$ cat src/rtl/cpu_sequencer.sv
// Multi-cycle sequencer for the 8-bit teaching CPU: owns the PC and walks each instruction
// through FETCH/DECODE/EXEC/WB. Optional breakpoint logic is enabled by defining BREAKPOINT_EN.
module cpu_sequencer #(
    parameter int         PC_W     = 16,
    parameter int         IMEM_LAT = 1,
    parameter logic [3:0] HALT_OP  = 4'hF
) (
    input  logic            clk,
    input  logic            reset,
    input  logic            run,
    input  logic            step,
    input  logic [15:0]     ir,
    input  logic            write_req,
    input  logic            jump,
    input  logic [PC_W-1:0] jump_target,
`ifdef BREAKPOINT_EN
    input  logic [PC_W-1:0] bp_addr,
    input  logic            bp_en,
    output logic            bp_hit,
`endif
    output logic [PC_W-1:0] pc,
    output logic [15:0]     ir_q,
    output logic            alu_en,
    output logic            rf_we,
    output logic            halted,
    output logic [2:0]      state,
    output logic [15:0]     instr_cnt
);

    typedef enum logic [2:0] {
        S_IDLE   = 3'd0,
        S_FETCH  = 3'd1,
        S_DECODE = 3'd2,
        S_EXEC   = 3'd3,
        S_WB     = 3'd4,
        S_HALT   = 3'd5
    } state_t;

    localparam logic [1:0] FETCH_LAST = 2'(IMEM_LAT);

    state_t          r_state;
    logic [1:0]      r_wait;
    logic            r_step_q;
    logic [PC_W-1:0] r_pc;
    logic [15:0]     r_ir_q;
    logic            r_alu_en;
    logic            r_rf_we;
    logic            r_halted;
    logic [15:0]     r_cnt;

    logic            w_step_edge;
    logic [PC_W-1:0] w_pc_next;

    assign w_step_edge = step & ~r_step_q;
    assign w_pc_next   = jump ? jump_target : r_pc + PC_W'(1);

`ifdef BREAKPOINT_EN
    logic r_bp_hit;
    logic w_bp_idle;
    logic w_bp_wb;

    assign w_bp_idle = bp_en && (r_pc == bp_addr);
    assign w_bp_wb   = bp_en && (w_pc_next == bp_addr);
    assign bp_hit    = r_bp_hit;
`endif

    always_ff @(posedge clk or negedge reset) begin
        if (!reset) begin
            r_state  <= S_IDLE;
            r_wait   <= 2'd0;
            r_step_q <= 1'b1;  // a button held through reset release is not an edge
            r_pc     <= '0;
            r_ir_q   <= 16'd0;
            r_alu_en <= 1'b0;
            r_rf_we  <= 1'b0;
            r_halted <= 1'b0;
            r_cnt    <= 16'd0;
`ifdef BREAKPOINT_EN
            r_bp_hit <= 1'b0;
`endif
        end else begin
            r_step_q <= step;
            r_alu_en <= 1'b0;
            r_rf_we  <= 1'b0;
            case (r_state)
                S_IDLE: begin
                    r_wait <= 2'd0;
`ifdef BREAKPOINT_EN
                    // A step always fetches without a compare; it also releases a held breakpoint.
                    if (w_step_edge) begin
                        r_state  <= S_FETCH;
                        r_bp_hit <= 1'b0;
                    end else if (run && !r_bp_hit) begin
                        if (w_bp_idle) r_bp_hit <= 1'b1;
                        else           r_state  <= S_FETCH;
                    end
`else
                    if (run || w_step_edge) r_state <= S_FETCH;
`endif
                end
                S_FETCH: begin
                    if (r_wait == FETCH_LAST) begin
                        r_ir_q  <= ir;
                        r_wait  <= 2'd0;
                        r_state <= S_DECODE;
                    end else begin
                        r_wait <= r_wait + 2'd1;
                    end
                end
                S_DECODE: begin
                    if (r_ir_q[15:12] == HALT_OP) begin
                        r_state  <= S_HALT;
                        r_halted <= 1'b1;
                    end else begin
                        r_state  <= S_EXEC;
                        r_alu_en <= 1'b1;
                    end
                end
                S_EXEC: begin
                    r_state <= S_WB;
                    r_rf_we <= write_req;
                end
                S_WB: begin
                    r_pc  <= w_pc_next;
                    r_cnt <= r_cnt + 16'd1;
`ifdef BREAKPOINT_EN
                    if (run && w_bp_wb) begin
                        r_state  <= S_IDLE;
                        r_bp_hit <= 1'b1;
                    end else begin
                        r_state <= run ? S_FETCH : S_IDLE;
                    end
`else
                    r_state <= run ? S_FETCH : S_IDLE;
`endif
                end
                S_HALT: begin
                    r_halted <= 1'b1;
                end
                default: r_state <= S_IDLE;
            endcase
        end
    end

    assign pc        = r_pc;
    assign ir_q      = r_ir_q;
    assign alu_en    = r_alu_en;
    assign rf_we     = r_rf_we;
    assign halted    = r_halted;
    assign state     = r_state;
    assign instr_cnt = r_cnt;

endmodule

$ cat config.mk
export PLATFORM = sky130hd
export DESIGN_NAME = cpu_sequencer
export DESIGN_NICKNAME = d
export VERILOG_FILES = /design/src/rtl/cpu_sequencer.sv
export SDC_FILE = /design/constraint.sdc
export NUM_CORES = 1
export LEC_CHECK = 0
export BUFFER_PORTS_ARGS = -buffer_cell sky130_fd_sc_hd__clkbuf_2
export CORE_ASPECT_RATIO = 1.75
export CORE_UTILIZATION = 38
export DETAILED_ROUTE_END_ITERATION = 8
export SKIP_LAST_GASP = 1
export SLEW_MARGIN = 20
export SYNTH_ARGS = -nofsm -noshare
export SYNTH_HDL_FRONTEND = slang
export SYNTH_SLANG_ARGS = --single-unit
$ cat constraint.sdc
create_clock -name clk -period 2.8 [get_ports clk]
set_input_delay 0.56 -clock clk [delete_from_list [all_inputs] [get_ports clk]]
set_output_delay 0.56 -clock clk [all_outputs]
set_load 0.01 [all_outputs]
# Word-level counts from Yosys, hierarchy flattened
# Index checks and enable logic that the tools add are counted.
word_totals:
  word_cells: 45
  out_inout_bits: 54
  regBits: 57
classes:
  muxes: 13
  add_sub_neg: 3
  eq_ne: 10
  bitwise: 3
  n_reduce_logical: 7
ops:
  columns: ["operator", "n"]
  rows:
  - ["$add 16x1->16 const B", 2]
  - ["$pmux 3 s6", 1]
  - ["$mux 16", 1]
  - ["$mux 3", 3]
  - ["$eq 3x2->1 const B", 2]
  - ["$eq 3x3->1 const B", 2]
  - ["$ne 2x2->1 const B", 3]
  - ["$mux 1", 5]
  - ["$eq 4x4->1 const B", 1]
  - ["$pmux 2 s2", 1]
  - ["$reduce_and 2->1", 2]
  - ["$reduce_bool 2->1", 2]
  - ["$eq 3x1->1 const B", 1]
  - ["$logic_not 3->1", 1]
  - ["$reduce_and 3->1", 1]
  - ["$add 2x1->2 const B", 1]
  - ["$eq 2x1->1 const B", 1]
  - ["$mux 2", 1]
  - ["$not 1->1", 2]
  - ["$pmux 1 s2", 1]
  - ["$and 1x1->1", 1]
  - ["$logic_or 1x1->1", 1]

# Logic depth before layout (Yosys ltp)
depth:
  word_depth: 5
  ltp_mapped: 6
  ltp_nobuf: 5

# Least setup slack after synthesis
# Ideal clock, no wire load.
synth_path:
  path_type: "flip-flop to flip-flop"
  from: "register r_state[1] (netlist: state[1])"
  to: "register r_pc[13] (netlist: pc[13])"
  setup_ns: 0.069
  t_arrival_ns: 1.717
  period_less_slack_ns: 1.786
  slack_ns: 1.014
  stages_incl_launch_ff: 6
  path_cell_list: "dfrtp_1 > buf_2 > or3b_4 > or3_1 > or4_1 > nand3_1"
synth_between:
  elab_chain_len: 1
synth_lines:
  columns: ["element", "line_no", "source"]
  rows:
  - ["start: declaration", "41", "state_t r_state;"]
  - ["start signal: assignment", "134", "r_state <= run ? S_FETCH : S_IDLE;"]
  - ["$eq 3x3->1", "85", "case (r_state)"]
  - ["end signal: assignment", "124", "r_pc <= w_pc_next;"]
  - ["end: declaration", "44", "logic [PC_W-1:0] r_pc;"]
# No other way between the ends.
# A chain may end at the register's enable or synchronous reset.

# Worst setup path in the final report
layout_path:
  from: "register r_state[2] (netlist: state[2])"
  to: "register r_cnt[15] (netlist: instr_cnt[15])"
layout_between:
  elab_chain_len: 1
layout_lines:
  columns: ["element", "line_no", "source"]
  rows:
  - ["$eq 3x3->1", "85", null]
  - ["end signal: assignment", "125", "r_cnt <= r_cnt + 16'd1;"]
  - ["end: declaration", "49", "logic [15:0] r_cnt;"]
# No other way between the ends.

==> results.cfg <==
[global_route]
grt_usage_pct = 19.4
first_global_vias = 2266
grt_max_degree = 29
overflow = 0
antenna_found_initial = 0
grt_first_pass_wirelength_mm = 10.6

[cts]
tritoncts = done
clk_pin_slew_ps = 50
post_cts_buffers = 0
htreeDepth = 3
cts.path.max_buffers = 2
cts_resized = 0
clkLatencyLatePin_ps = 330
cts_buffers = 9
root_buffer = clkbuf_16
clkSinkCount = 57
postCtsHoldBufs = 0

[final_layout]
finalNonFillerCells = 440
syn_to_final_growth_pct = 31.8
fin_nets = 391
final_common_cell = clkbuf_2
fill_cells = 642
multi_input_area_um2 = 1170
ff_latch_area_um2 = 1430
drive_gt1_share_pct = 36.8
final_cell_mix = 91 x clkbuf_2, 56 x dfrtp_1, 22 x nand2_1, 18 x o21ai_0, 16 x mux2_2
diodes = 0

[floorplanning]
die_h_um = 113
std_cell_rows = 40
ios = 92
fp.dieW_um = 65.5
start_util_pct = 39.1
die_area_um2 = 7410
coreArea_um2 = 6860

[status]
status = complete, no violations

[setup_path]
worst-path-buf-inv = 0
worst_path_largest_cell_delay_ps = 550
start_kind = flop
cp_max_fo = 22
worstSetupEndpointType = flop
cp.arrival_ps = 2190
slowest_stage = or3b_4
path_delay_family = simple AND/OR/NAND/NOR gates
worstSetupPathType = flop to flop
required_ps = 3010
crit_chain = or3b_4, nor4_2, nand4_1, xnor2_1

[sta]
fin_worst_skew_ps = 5.02
tightest_slew_ps = 641
fmax_ghz = 0.506
period_share_pct = 70.6
setup_slack_ps = 824
slew_viol_final = 0
hold_viol_final = 0
slew_headroom_pct = 57.2
period_needed_ps = 1980
tns_ps = 0
rsz0062_at_grt = false
worst_hold_slack_ps = 175
final-setup-viol-count = 0

[placement]
dp_hpwl_mm = 4.77
place_inst = 424
io_buffers = 91
place_congestion = 0.867
place_ws_ps = 815

[power_and_ir_drop]
power_mw = 3.69
powerDensity_nw_per_um2 = 1050
power_leakage_nw = 1.68
vdd_drop_max_uv = 661

[job]
drv_cap = 0

[drt]
ant_nets = 0
via_per_inst = 5.29
first_iter_violations = 120
wl_per_cell_um = 14.6
wl_mm = 6.41
drc_errors = 0
vias = 2326
dr.pass1.iters = 4

[synth]
ys_seq_elements = 57
synthCells = 258
async_reset_ff_share_pct = 100
synth_edf_count = 0
syn_avg_cell_area_um2 = 10.4
synth_area_um2 = 2680
ys_seq_area_share_pct = 53.2
ys.flop_type = dfrtp_1
syn-num-nets = 298
ys.warnings.count = 0
synth.distinct_cells = 44

[min_path]
hold_class = primary input to asynchronous set/reset pin
-- through the flow --
step | utilization, % | instance area (um^2)
finish | 51.5 | 3530
global route | 51.5 | 3530
CTS | 51.5 | 3530
detailed placement | 46.9 | 3220
global placement | 46.9 | 3220
floorplan | - | 2680
-- layout make-up --
class	count	share of cell area, %
tap	84	2.97
clock buffer	12	7.54
timing repair buffer	94	13.5
inverter	9	0.956
multi-input combinational	180	33.2
clock inverter	4	1.42
sequential	57	40.4
-- synth_stat cells (all sizes together), types with 5 or more instances --
cell    count  area, um^2
or3         5        31.3
xnor2      11        96.3
a21oi      13        65.1
nor2       12        45.0
clkbuf      8        30.0
nor2b       6        37.5
o22ai       5        31.3
mux2       16         180
nand4      10        62.6
nand2      22        82.6
nand3      12        60.1
dfrtp      56        1400
a22oi       5        37.5
o21ai      18        90.1
inv         9        33.8
-- cell families (layout without fill, tap and decap cells) --
group | Yosys count | after routing | share of synthesized area, %
simple gates | 91 | 91 | 18.1
compound gates | 55 | 55 | 12.6
flops | 57 | 57 | 53.2
xor+xnor | 15 | 15 | 4.90
fa+ha+maj | 2 | 2 | 0.933
buf+inv | 21 | 119 | 3.22
mux | 17 | 17 | 7.09
-- state kept, by name, indices dropped and copies added (netlist names) --
| signal | flops |
|---|---|
| state | 3 |
| r_step_q | 1 |
| alu_en | 1 |
| halted | 1 |
| instr_cnt | 16 |
| pc | 16 |
| ir_q | 16 |
| r_wait | 2 |
| rf_we | 1 |
-- power breakdown --
group,internal [mW],switching (mW),leakage (nW)
clock,0.758,0.371,0.151
combinational,0.545,0.596,0.838
sequential,1.11,0.314,0.695
-- routing by layer --
metal  track usage, %  vias up  share of wire [%]
met5                0        -                  0
met4             12.9        0                3.7
met3             6.45       18                5.4
met2             31.7       75                 52
met1             20.7     1122                 39
li1                 -     1111                  -
-- final timing paths --
| path | from | end | slack (ps) | depth (start not counted) |
|---|---|---|---|---|
| max | state[2] | instr_cnt[15] | 820 | 4 |
| min | reset | instr_cnt[10] | 170 | 1 |
| max reg2reg | state[2] | instr_cnt[15] | 820 | 4 |
| min reg2reg | instr_cnt[15] | instr_cnt[15] | 480 | 1 |
| max in group asynchronous | reset | r_step_q | 1890 | 2 |
| min in group clk | step | r_step_q | 330 | 1 |
-- worst reg2reg max path, delay by kind of cell (launching register included) --
| family | cells | cell delay, ps |
|---|---|---|
| XOR/XNOR | 1 | 160 |
| flip-flops | 1 | 520 |
| AND/OR/NAND/NOR | 3 | 1180 |
Note: power is estimated with default switching activity, not from simulation.
